File: config.mk
export PLATFORM = sky130hd
export DESIGN_NAME = fila_registradores_n
export DESIGN_NICKNAME = d
export VERILOG_FILES = /design/src/rtl/fila_registradores_n.sv
export SDC_FILE = /design/constraint.sdc
export NUM_CORES = 1
export LEC_CHECK = 0
export ABC_AREA = 1
export CORE_UTILIZATION = 45
export CTS_BUF_LIST = sky130_fd_sc_hd__clkbuf_4
export DETAILED_ROUTE_END_ITERATION = 7
export GPL_ROUTABILITY_DRIVEN = 0
export PLACE_DENSITY_LB_ADDON = 0.08
export SYNTH_ARGS = -nofsm -noshare
export SYNTH_HDL_FRONTEND = slang
export SYNTH_SLANG_ARGS = --single-unit
File: constraint.sdc
create_clock -name clock -period 2.85 [get_ports clock]
set_input_delay 0.57 -clock clock [delete_from_list [all_inputs] [get_ports clock]]
set_output_delay 0.57 -clock clock [all_outputs]
set_load 0.005 [all_outputs]
File: src/rtl/fila_registradores_n.sv
// First-word-fall-through event FIFO: DEPTH entries of N bits, with occupancy count,
// full/empty decodes of registered state and sticky overflow/underflow flags.
module fila_registradores_n #(
  parameter int unsigned N     = 32,
  parameter int unsigned DEPTH = 8,
  localparam int unsigned AW   = $clog2(DEPTH)
) (
  input  logic          clock,
  input  logic          clear,
  input  logic          flush,
  input  logic          push,
  input  logic [N-1:0]  D,
  input  logic          pop,
  output logic [N-1:0]  Q,
  output logic          empty,
  output logic          full,
  output logic [AW:0]   count,
  output logic          overflow,
  output logic          underflow
);

  localparam int unsigned CW = AW + 1;

  typedef enum logic [1:0] {
    S_EMPTY   = 2'd0,
    S_PARTIAL = 2'd1,
    S_FULL    = 2'd2
  } state_t;

  logic [N-1:0]  r_mem [DEPTH];
  logic [AW-1:0] r_rp;
  logic [AW-1:0] r_wp;
  logic [CW-1:0] r_count;
  logic          r_overflow;
  logic          r_underflow;
  state_t        r_state;

  logic          w_pop_acc;
  logic          w_push_acc;
  logic          w_push_rej;
  logic          w_pop_rej;
  logic [CW-1:0] w_count_nxt;
  state_t        w_state_nxt;

  // Acceptance: a pop frees a slot in the same edge, so push-with-pop is legal when full.
  always_comb begin
    w_pop_acc   = pop & (r_state != S_EMPTY);
    w_push_acc  = push & ((r_state != S_FULL) | w_pop_acc);
    w_push_rej  = push & ~w_push_acc & ~flush;
    w_pop_rej   = pop & ~w_pop_acc & ~flush;
    w_count_nxt = r_count;
    if (w_push_acc && !w_pop_acc) begin
      w_count_nxt = r_count + CW'(1);
    end else if (w_pop_acc && !w_push_acc) begin
      w_count_nxt = r_count - CW'(1);
    end
    if (flush) begin
      w_count_nxt = '0;
    end
    w_state_nxt = S_PARTIAL;
    if (w_count_nxt == '0) begin
      w_state_nxt = S_EMPTY;
    end else if (w_count_nxt == CW'(DEPTH)) begin
      w_state_nxt = S_FULL;
    end
  end

  // Storage needs no reset: Q is masked to zero whenever the FIFO is empty.
  always_ff @(posedge clock) begin
    if (!flush && w_push_acc) begin
      r_mem[r_wp] <= D;
    end
  end

  always_ff @(posedge clock or posedge clear) begin
    if (clear) begin
      r_rp        <= '0;
      r_wp        <= '0;
      r_count     <= '0;
      r_state     <= S_EMPTY;
      r_overflow  <= 1'b0;
      r_underflow <= 1'b0;
    end else if (flush) begin
      r_rp        <= '0;
      r_wp        <= '0;
      r_count     <= '0;
      r_state     <= S_EMPTY;
      r_overflow  <= 1'b0;
      r_underflow <= 1'b0;
    end else begin
      if (w_pop_acc) begin
        r_rp <= r_rp + AW'(1);
      end
      if (w_push_acc) begin
        r_wp <= r_wp + AW'(1);
      end
      r_count <= w_count_nxt;
      r_state <= w_state_nxt;
      if (w_push_rej) begin
        r_overflow <= 1'b1;
      end
      if (w_pop_rej) begin
        r_underflow <= 1'b1;
      end
    end
  end

  assign Q         = (r_state == S_EMPTY) ? '0 : r_mem[r_rp];
  assign empty     = (r_state == S_EMPTY);
  assign full      = (r_state == S_FULL);
  assign count     = r_count;
  assign overflow  = r_overflow;
  assign underflow = r_underflow;

endmodule

==> impl_metrics.json, run 1 <==
{
  "num_vias": 7702,
  "switching_share_pct": 27.1,
  "syn_area_per_cell_um2": 12.6,
  "overflow": 0,
  "synthMuxAreaShare_pct": 0,
  "synth_cell_type_count": 25,
  "cts_tree": "built",
  "synth_compound_area_share_pct": 11.6,
  "crit_top_cell": "nor2_2",
  "cp.arrival_ps": 2270,
  "rsz0062_at_grt": "yes",
  "die_h_um": 158,
  "combPwrFrac_pct": 24.6,
  "num-fill-cells": 1913,
  "ys_ff_latch": 270,
  "dr.pass1.iters": 5,
  "worstPathRequired_ps": 2280,
  "tns_ps": 0,
  "fin_crit_sh_pct": 99.5,
  "skew_ps": 47.5,
  "start_util_pct": 46.3,
  "hold_class": "in2async",
  "antenna_found_initial": 1,
  "crit_buf_inv": 4,
  "multiInputGateArea_um2": 2950,
  "port_buffers": 76,
  "cp_slowest_cell": "dfrtp_4",
  "startpoint_type": "register",
  "slowest_delay_ps": 550,
  "htreeDepth": 3,
  "grt_pass1_vias": 7886,
  "drt-initial-drc-count": 560,
  "die_w_um": 158,
  "synthFlopType": "edfxtp_1",
  "path_clk_slew_ps": 70,
  "cts_buffers": 72,
  "rows": 56,
  "netlist_area_um2": 11000,
  "cts-root-buf": "clkbuf_4",
  "pin_count": 77,
  "p_int_w": 0.00770,
  "ir_drop_uv": 359,
  "final_util_pct": 61.6,
  "pwr-share-seq_pct": 42.3,
  "power.share.clock_pct": 33.1,
  "synthAdderAreaFrac_pct": 0.457,
  "synth_top_family_by_area": "compound AO/OA/AOI/OAI gates",
  "hold_viol": 0,
  "cp-startpoint": "r_rp[0]$_DFFE_PP0P_",
  "yosys_warnings": 0,
  "postRouteAntennaNets": 0,
  "die_area_um2": 25000,
  "synth_nets": 912,
  "setup_viol": 0,
  "switchingPower_w": 0.00287,
  "hold_buffers": 0,
  "synth_xor_area_share_pct": 0.0799,
  "max_cap_violations": 0,
  "drive_gt1_share_pct": 31.0,
  "synth-edff-count": 256,
  "drt-wirelength-per-cell_um": 21.0,
  "r2r_start": "r_state[0]$_DFF_PP0_",
  "synth_top_area_cell": "edfxtp_1",
  "viasPerCell": 5.42,
  "cts_buffer_depth": 3,
  "tightest_slew_ps": 586,
  "finalMaxSlewViolations": 0,
  "grt_max_degree": 33,
  "coreArea_um2": 23700,
  "end_kind": "output pin",
  "grt_usage_pct": 24.7,
  "cts_sinks": 270,
  "async_flop_share_pct": 5.19,
  "clkLatencyLatePin_ps": 660,
  "status": "complete, no violations",
  "yosysTopAreaCellShare_pct": 70.1,
  "ys_seq_area_share_pct": 73.3,
  "dp_hpwl_um": 14100,
  "ff_latch_area_um2": 8050,
  "leakagePower_nw": 5.28,
  "crit_chain": "clkinv_8 -> buf_6 -> buf_16 -> nor2_2 -> o32ai_2 -> nor2_1 -> nor2_2 -> buf_2",
  "wl_um": 29800,
  "slew_headroom_pct": 60.9,
  "synthToLayoutAreaGrowth_pct": 33.1,
  "synthTopCellsByArea": "edfxtp_1, nor2_1, o21ai_0",
  "worst-setup-path-type": "reg2out",
  "crit_path_max_fanout": 8,
  "synth_simple_gate_area_share_pct": 11.2,
  "synthCells": 871,
  "fin_nets": 1098,
  "drc_errors": 0,
  "post-route-min-period_ps": 2840,
  "grt_first_pass_wirelength_um": 45000,
  "p_per_area_nw_per_um2": 725,
  "fmax_ghz": 0.353,
  "crit_family": "flip-flops"
}
-- synth_stat cells (4+ instances only) --
master,number
a21oi_1,4
buf_2,17
buf_4,6
buf_6,5
clkbuf_1,22
dfrtp_1,14
edfxtp_1,256
ha_1,4
inv_1,23
nand2_1,29
nand3_1,15
nor2_1,271
o21ai_0,140
o21ai_1,24
o32ai_1,14
o32ai_2,18
-- worst register-to-register path, cell delays in order (launching register included) --
cell	delay, ps
dfrtp_1	370
inv_1	100
nand2_2	250
buf_4	300
nand2_1	150
nand3_2	150
nand2_1	90
nand2_1	60
nand3_1	100
nand3_1	130
nor2_1	120
-- state kept, by name, summed over array words and instances, names as in the netlist --
signal and cells:
r_mem 256, count 4, underflow 1, r_state 2
overflow 1, r_rp 3, r_wp 3
-- what timing repair did --
action,in CTS,in global routing
pin swaps,49,59
setup buffers,38,6
resized for setup,216,143
endpoints found under the setup margin,32,32
gates cloned,18,4
hold endpoints to repair,0,0
-- power by group through the flow --
stage               registers [W]  logic (W)  clock network, W
global route              0.00448    0.00280           0.00380
CTS                       0.00447    0.00244           0.00358
detailed placement        0.00457    0.00175                 0
floorplan                 0.00454   0.000985                 0
finish                    0.00448    0.00260           0.00350
global placement          0.00457    0.00172                 0
-- logic make-up (layout without fill, tap and decap cells) --
group,Yosys count,in the layout
AO/OA/AOI/OAI,202,202
XOR/XNOR,1,1
adder cells (fa/ha/maj),4,4
buffers and inverters,75,304
flip-flops,270,270
other,0,1
AND/OR/NAND/NOR,319,319
-- placed cells by master (no fill, tap or decap), types with 2 or more instances in the layout --
| master | Yosys | routed |
|---|---|---|
| clkdlybuf4s50_1 | 0 | 44 |
| buf_2 | 17 | 27 |
| dfrtp_4 | 0 | 2 |
| o32ai_1 | 14 | 2 |
| nand2_1 | 29 | 29 |
| clkbuf_4 | 0 | 110 |
| buf_12 | 0 | 23 |
| inv_1 | 23 | 22 |
| ha_1 | 4 | 4 |
| bufinv_16 | 0 | 3 |
| buf_4 | 6 | 19 |
| buf_8 | 0 | 4 |
| buf_6 | 5 | 16 |
| o21ai_1 | 24 | 95 |
| a21oi_1 | 4 | 4 |
| o21ai_2 | 0 | 16 |
| edfxtp_1 | 256 | 256 |
| dfrtp_1 | 14 | 12 |
| o21ai_0 | 140 | 53 |
| nor2_4 | 0 | 21 |
| nor2_1 | 271 | 215 |
| clkbuf_16 | 0 | 3 |
| clkinv_1 | 0 | 3 |
| o32ai_2 | 18 | 30 |
| buf_16 | 0 | 23 |
| nand3_1 | 15 | 15 |
| nor2_2 | 1 | 36 |
| clkbuf_2 | 1 | 4 |
-- final timing paths --
check | endpoint | slack (ps) | cells past startpoint
setup reg to reg | r_state[1]$_DFF_PP0_ | 950 | 10
max in group asynchronous | r_rp[1]$_DFFE_PP0P_ | 2120 | 2
hold reg to reg | overflow$_DFFE_PP0P_ | 490 | 2
setup / recovery | Q[19] | 10 | 8
hold / removal | r_rp[0]$_DFFE_PP0P_ | 300 | 2
min in group clock | overflow$_DFFE_PP0P_ | 490 | 2
-- layout make-up --
class / count / share of cell area, %
diodes: 1 / 0.0172
clock buffers: 110 / 5.66
clock inverters: 7 / 0.755
inverters: 23 / 0.677
multi-input cells: 526 / 20.2
flip-flops and latches: 270 / 55.1
well taps: 319 / 2.74
repair buffers: 164 / 14.8
-- per-layer routing --
layer  global-route usage, %  share of wire (%)  up-vias
li1                        -                  -     3566
met3                    4.74                5.1       49
met4                    9.94                2.0        0
met1                    30.6                 42     3836
met5                       0                  0        -
met2                    42.6                 51      251
-- through the flow --
| stage | std cells | total power (W) | hold WS (ps) | cell area (um2) | worst slack (ps) |
|---|---|---|---|---|---|
| after floorplan | 871 | 0.00552 | 459 | 11000 | 36.7 |
| after global placement | 1243 | 0.00629 | 481 | 12400 | 211 |
| after detailed placement | 1243 | 0.00632 | 489 | 12400 | 191 |
| after CTS | 1414 | 0.0105 | 264 | 14300 | -177 |
| after global routing | 1420 | 0.0111 | 326 | 14600 | -113 |
| final | 1420 | 0.0106 | 297 | 14600 | 14.6 |
Note: power is estimated with default switching activity, not from simulation.
==> run 2, diff against run 1 <==
--- a/config.mk
+++ b/config.mk
@@ -6,11 +6,12 @@
 export NUM_CORES = 1
 export LEC_CHECK = 0
 export ABC_AREA = 1
-export CORE_UTILIZATION = 45
+export CORE_UTILIZATION = 35
 export CTS_BUF_LIST = sky130_fd_sc_hd__clkbuf_4
 export DETAILED_ROUTE_END_ITERATION = 7
 export GPL_ROUTABILITY_DRIVEN = 0
 export PLACE_DENSITY_LB_ADDON = 0.08
+export RECOVER_POWER = 25
 export SYNTH_ARGS = -nofsm -noshare
 export SYNTH_HDL_FRONTEND = slang
 export SYNTH_SLANG_ARGS = --single-unit
==> impl_metrics.json, run 2 (same netlist as run 1, synthesis figures left out) <==
{
  "top_register": "r_mem",
  "post-route-min-period_ps": 2910,
  "fmax_ghz": 0.344,
  "finalPower_w": 0.0103,
  "pin_count": 77,
  "cts_sinks": 270,
  "rows": 64,
  "largest_reg_flops": 256,
  "mostFrequentLayoutCell": "edfxtp_1",
  "synthToLayoutAreaGrowth_pct": 31.8,
  "cp.arrival_ps": 2340,
  "drive_gt1_share_pct": 28.8,
  "coreArea_um2": 30700,
  "layout_common_cells": "edfxtp_1, nor2_1, clkbuf_4",
  "htreeDepth": 3,
  "skew_ps": 39.2,
  "crit_chain": "buf_12 -> inv_12 -> buf_12 -> buf_8 -> buf_16 -> nor2_2 -> o32ai_2 -> nor2_1 -> nor2_1 -> buf_2",
  "antenna_found_initial": 1,
  "num_vias": 7438,
  "postRouteAntennaNets": 0,
  "leakagePower_nw": 5.17,
  "num-fill-cells": 2831,
  "rsz0062_at_grt": "yes",
  "p_int_w": 0.00747,
  "drt-initial-drc-count": 335,
  "drt-wirelength-per-cell_um": 19.6,
  "slowest_delay_ps": 500,
  "die_area_um2": 32000,
  "port_buffers": 76,
  "startpoint_type": "register",
  "switching_share_pct": 27.5,
  "violations": "negative setup slack",
  "crit_path_max_fanout": 6,
  "ff_latch_area_um2": 8050,
  "worst-setup-path-type": "reg2out",
  "viasPerCell": 4.97,
  "grt_first_pass_wirelength_um": 44400,
  "tightest_slew_ps": 612,
  "grt_max_degree": 45,
  "final_util_pct": 47.1,
  "clkLatencyLatePin_ps": 660,
  "combPwrFrac_pct": 23.7,
  "fin_crit_sh_pct": 102,
  "hold_class": "in2async",
  "drc_errors": 0,
  "cp_slowest_cell": "dfrtp_4",
  "dpl.cell_count": 1324,
  "path_clk_slew_ps": 70,
  "tns_ps": -181,
  "worstPathRequired_ps": 2280,
  "wl_um": 29300,
  "multiInputGateArea_um2": 2870,
  "slew_headroom_pct": 59.1,
  "finalMaxSlewViolations": 0,
  "die_h_um": 179,
  "end_kind": "output pin",
  "overflow": 0,
  "status": "finished, violations left",
  "start_util_pct": 35.7,
  "grt_pass1_vias": 7576,
  "fin_nets": 1096,
  "fin_cells": 1496,
  "cts_tree": "built",
  "grt_usage_pct": 18.9,
  "setup_viol": 8,
  "pwr-share-seq_pct": 43.4,
  "cts_buffer_depth": 3,
  "hold_viol": 0,
  "die_w_um": 179,
  "power.share.clock_pct": 32.9,
  "ir_drop_uv": 326,
  "cts-root-buf": "clkbuf_4",
  "hold_buffers": 0,
  "dr.pass1.iters": 4,
  "switchingPower_w": 0.00284,
  "dp_hpwl_um": 14600,
  "cts_buffers": 74,
  "max_cap_violations": 0,
  "fin_ws_ps": -57.1,
  "p_per_area_nw_per_um2": 714
}
==> run 2: timing repair <==
action	CTS	global route
gates resized for setup	251	65
cloned	15	3
pin swaps	69	62
endpoints found under the setup margin	32	32
setup buffers	28	10
==> run 2: routing by layer <==
metal / vias to the layer above / GRT usage [%] / part of all wire [%]
li1: 3537 / - / -
met1: 3667 / 24.4 / 45
met2: 181 / 31.7 / 49
met3: 53 / 3.60 / 4.1
met4: 0 / 6.60 / 2.0
met5: - / 0 / 0
==> run 2: final cells by class <==
| cell class | count | share of cell area (%) |
|---|---|---|
| multi-input cells | 526 | 19.9 |
| clock inverters | 8 | 0.390 |
| inverters | 23 | 0.684 |
| well taps | 396 | 3.43 |
| flip-flops and latches | 270 | 55.7 |
| clock buffers | 112 | 5.82 |
| repair buffers | 160 | 14.1 |
| diodes | 1 | 0.0173 |
==> run 2: worst max-delay path: cells and delay by family, from the launching register on <==
kind / cells / cell delay [ps]
buf+inv: 6 / 760
flops: 1 / 500
simple gates: 3 / 230
compound gates: 1 / 230
==> run 2: power groups by stage <==
| stage | clock (W) | sequential, W | combinational [W] |
|---|---|---|---|
| floorplan | 0 | 0.00454 | 0.000985 |
| global placement | 0 | 0.00456 | 0.00180 |
| detailed placement | 0 | 0.00456 | 0.00180 |
| CTS | 0.00350 | 0.00447 | 0.00239 |
| global route | 0.00369 | 0.00448 | 0.00267 |
| finish | 0.00339 | 0.00447 | 0.00244 |
==> run 2: worst paths after layout <==
path	from	endpoint	slack, ps	depth (start not counted)
max in group asynchronous	clear	r_rp[0]$_DFFE_PP0P_	1940	2
worst min register to register	underflow$_DFFE_PP0P_	underflow$_DFFE_PP0P_	510	2
worst max register to register	r_state[1]$_DFF_PP0_	r_mem[0][20]$_DFFE_PP_	1030	6
worst min-delay path	clear	count[2]$_DFF_PP0_	420	2
worst max-delay path	r_rp[0]$_DFFE_PP0P_	Q[8]	-60	10
min in group clock	underflow$_DFFE_PP0P_	underflow$_DFFE_PP0P_	510	2
==> run 2: per-stage QoR <==
step / hold slack, ps / setup slack, ps / cell area [um2]
floorplan: 459 / 36.7 / 11000
global placement: 485 / 256 / 12500
detailed placement: 502 / 242 / 12500
CTS: 243 / -123 / 14300
global route: 423 / -208 / 14400
finish: 416 / -57.1 / 14400
==> run 3, diff against run 2 <==
--- a/config.mk
+++ b/config.mk
@@ -12,6 +12,7 @@
 export GPL_ROUTABILITY_DRIVEN = 0
 export PLACE_DENSITY_LB_ADDON = 0.08
 export RECOVER_POWER = 25
+export REMOVE_ABC_BUFFERS = 1
 export SYNTH_ARGS = -nofsm -noshare
 export SYNTH_HDL_FRONTEND = slang
 export SYNTH_SLANG_ARGS = --single-unit
==> impl_metrics.json, run 3 (same netlist as run 1, synthesis figures left out) <==
{
  "status": "finished, violations left",
  "violations": "negative setup slack",
  "grt_first_pass_wirelength_um": 41800,
  "fmax_ghz": 0.335,
  "post-route-min-period_ps": 2980,
  "fin_nets": 1111,
  "postRouteAntennaNets": 0,
  "rows": 64,
  "fin_ws_ps": -133,
  "crit_chain": "buf_6 -> clkinv_8 -> buf_8 -> buf_16 -> buf_12 -> nor2_1 -> o32ai_1 -> nor2_1 -> nor2_1 -> dlymetal6s2s_1",
  "num_vias": 7503,
  "top_register": "r_mem",
  "cp_slowest_cell": "dfrtp_4",
  "fin_crit_sh_pct": 105,
  "switching_share_pct": 27.5,
  "end_kind": "output pin",
  "drt-initial-drc-count": 476,
  "cts_buffers": 71,
  "p_per_area_nw_per_um2": 706,
  "leakagePower_nw": 5.22,
  "die_w_um": 179,
  "switchingPower_w": 0.00280,
  "crit_buf_inv": 6,
  "dr.pass1.iters": 5,
  "crit_top_cell": "nor2_1",
  "power.share.clock_pct": 32.8,
  "finalPower_w": 0.0102,
  "startpoint_type": "register",
  "cts_tree": "built",
  "hold_class": "in2async",
  "drc_errors": 0,
  "largest_reg_flops": 256,
  "slowest_delay_ps": 550,
  "start_util_pct": 35.7,
  "worstPathRequired_ps": 2280,
  "worst-setup-path-type": "reg2out",
  "die_area_um2": 32000,
  "combPwrFrac_pct": 23.4,
  "cts-root-buf": "clkbuf_4",
  "clkLatencyLatePin_ps": 660,
  "grt_max_degree": 52,
  "layout_common_cells": "edfxtp_1, nor2_1, clkbuf_4",
  "tightest_slew_ps": 573,
  "ir_drop_uv": 257,
  "tns_ps": -1430,
  "mostFrequentLayoutCell": "edfxtp_1",
  "path_clk_slew_ps": 70,
  "hold_buffers": 0,
  "setup_viol": 23,
  "max_cap_violations": 0,
  "cts_sinks": 270,
  "pwr-share-seq_pct": 43.8,
  "pin_count": 77,
  "fin_cells": 1510,
  "slew_headroom_pct": 61.7,
  "hold_viol": 0,
  "overflow": 0,
  "antenna_found_initial": 1,
  "port_buffers": 76,
  "dp_hpwl_um": 15000,
  "coreArea_um2": 30700,
  "num-fill-cells": 2816,
  "wl_um": 29200,
  "cts_buffer_depth": 3,
  "rsz0062_at_grt": "yes",
  "grt_usage_pct": 17.7,
  "skew_ps": 27.5,
  "cp.arrival_ps": 2410,
  "finalMaxSlewViolations": 0,
  "crit_path_max_fanout": 7,
  "viasPerCell": 4.97,
  "drive_gt1_share_pct": 29.2,
  "p_int_w": 0.00741,
  "grt_pass1_vias": 7352,
  "htreeDepth": 3,
  "crit_family": "buffers and inverters",
  "die_h_um": 179,
  "drt-wirelength-per-cell_um": 19.3,
  "dpl.cell_count": 1329,
  "synthToLayoutAreaGrowth_pct": 31.9
}
==> run 3: changes by cell type in the layout (fill, tap and decap cells not counted), moves of 4 or more <==
cell,delta
nor2_1,+12
buf_4,+13
buf_16,-8
o21ai_1,-14
o21ai_2,+6
clkbuf_4,-7
buf_12,-6
buf_2,-5
buf_6,+13
clkbuf_2,+4
o21ai_0,+8
nor2_2,-9
clkbuf_16,+5
==> run 3: final cells by class <==
type / instances / area [um2] / area share, %
clock inverter: 12 / 106 / 0.736
sequential: 270 / 8050 / 55.7
timing repair inverter: 1 / 6.26 / 0.0433
tap: 396 / 495 / 3.43
antenna: 1 / 2.50 / 0.0173
timing repair buffer: 177 / 2040 / 14.1
inverter: 23 / 98.8 / 0.684
multi-input combinational: 526 / 2880 / 19.9
clock buffer: 104 / 781 / 5.40
==> run 3: power by group through the flow <==
stage / combinational (W) / sequential, W / clock, W
after floorplan: 0.000810 / 0.00463 / 0
after global placement: 0.00181 / 0.00456 / 0
after detailed placement: 0.00180 / 0.00456 / 0
after CTS: 0.00193 / 0.00448 / 0.00347
after global routing: 0.00260 / 0.00448 / 0.00367
final: 0.00239 / 0.00447 / 0.00335
==> run 3: worst paths after layout <==
kind	startpoint	to	slack (ps)	cells after the start
setup / recovery	r_rp[0]$_DFFE_PP0P_	Q[11]	-130	10
hold / removal	clear	overflow$_DFFE_PP0P_	280	2
setup reg to reg	r_state[0]$_DFF_PP0_	r_mem[1][22]$_DFFE_PP_	990	7
hold reg to reg	underflow$_DFFE_PP0P_	underflow$_DFFE_PP0P_	530	2
max in group asynchronous	clear	r_rp[0]$_DFFE_PP0P_	2150	2
min in group clock	underflow$_DFFE_PP0P_	underflow$_DFFE_PP0P_	530	2
==> run 3: per-layer routing <==
metal	up-vias	track usage [%]	wire length (um)
met1	3699	24.1	13600
met3	50	3.99	1470
met5	-	0	0
met2	184	27.3	13500
met4	0	7.24	575
li1	3570	-	-
==> run 3: what timing repair did <==
action	CTS	global route
gates cloned	4	14
pin swaps	5	58
buffers inserted	11	36
setup endpoints to repair	32	30
gates resized for setup	66	208
==> run 3: through the flow <==
step	worst slack (ps)	instance area (um2)	util (%)	hold slack, ps
floorplan	-2430	10700	-	459
global placement	232	12500	40.9	531
detailed placement	201	12500	40.9	528
CTS	-371	13600	44.4	249
global route	-269	14500	47.1	301
finish	-133	14500	47.1	276
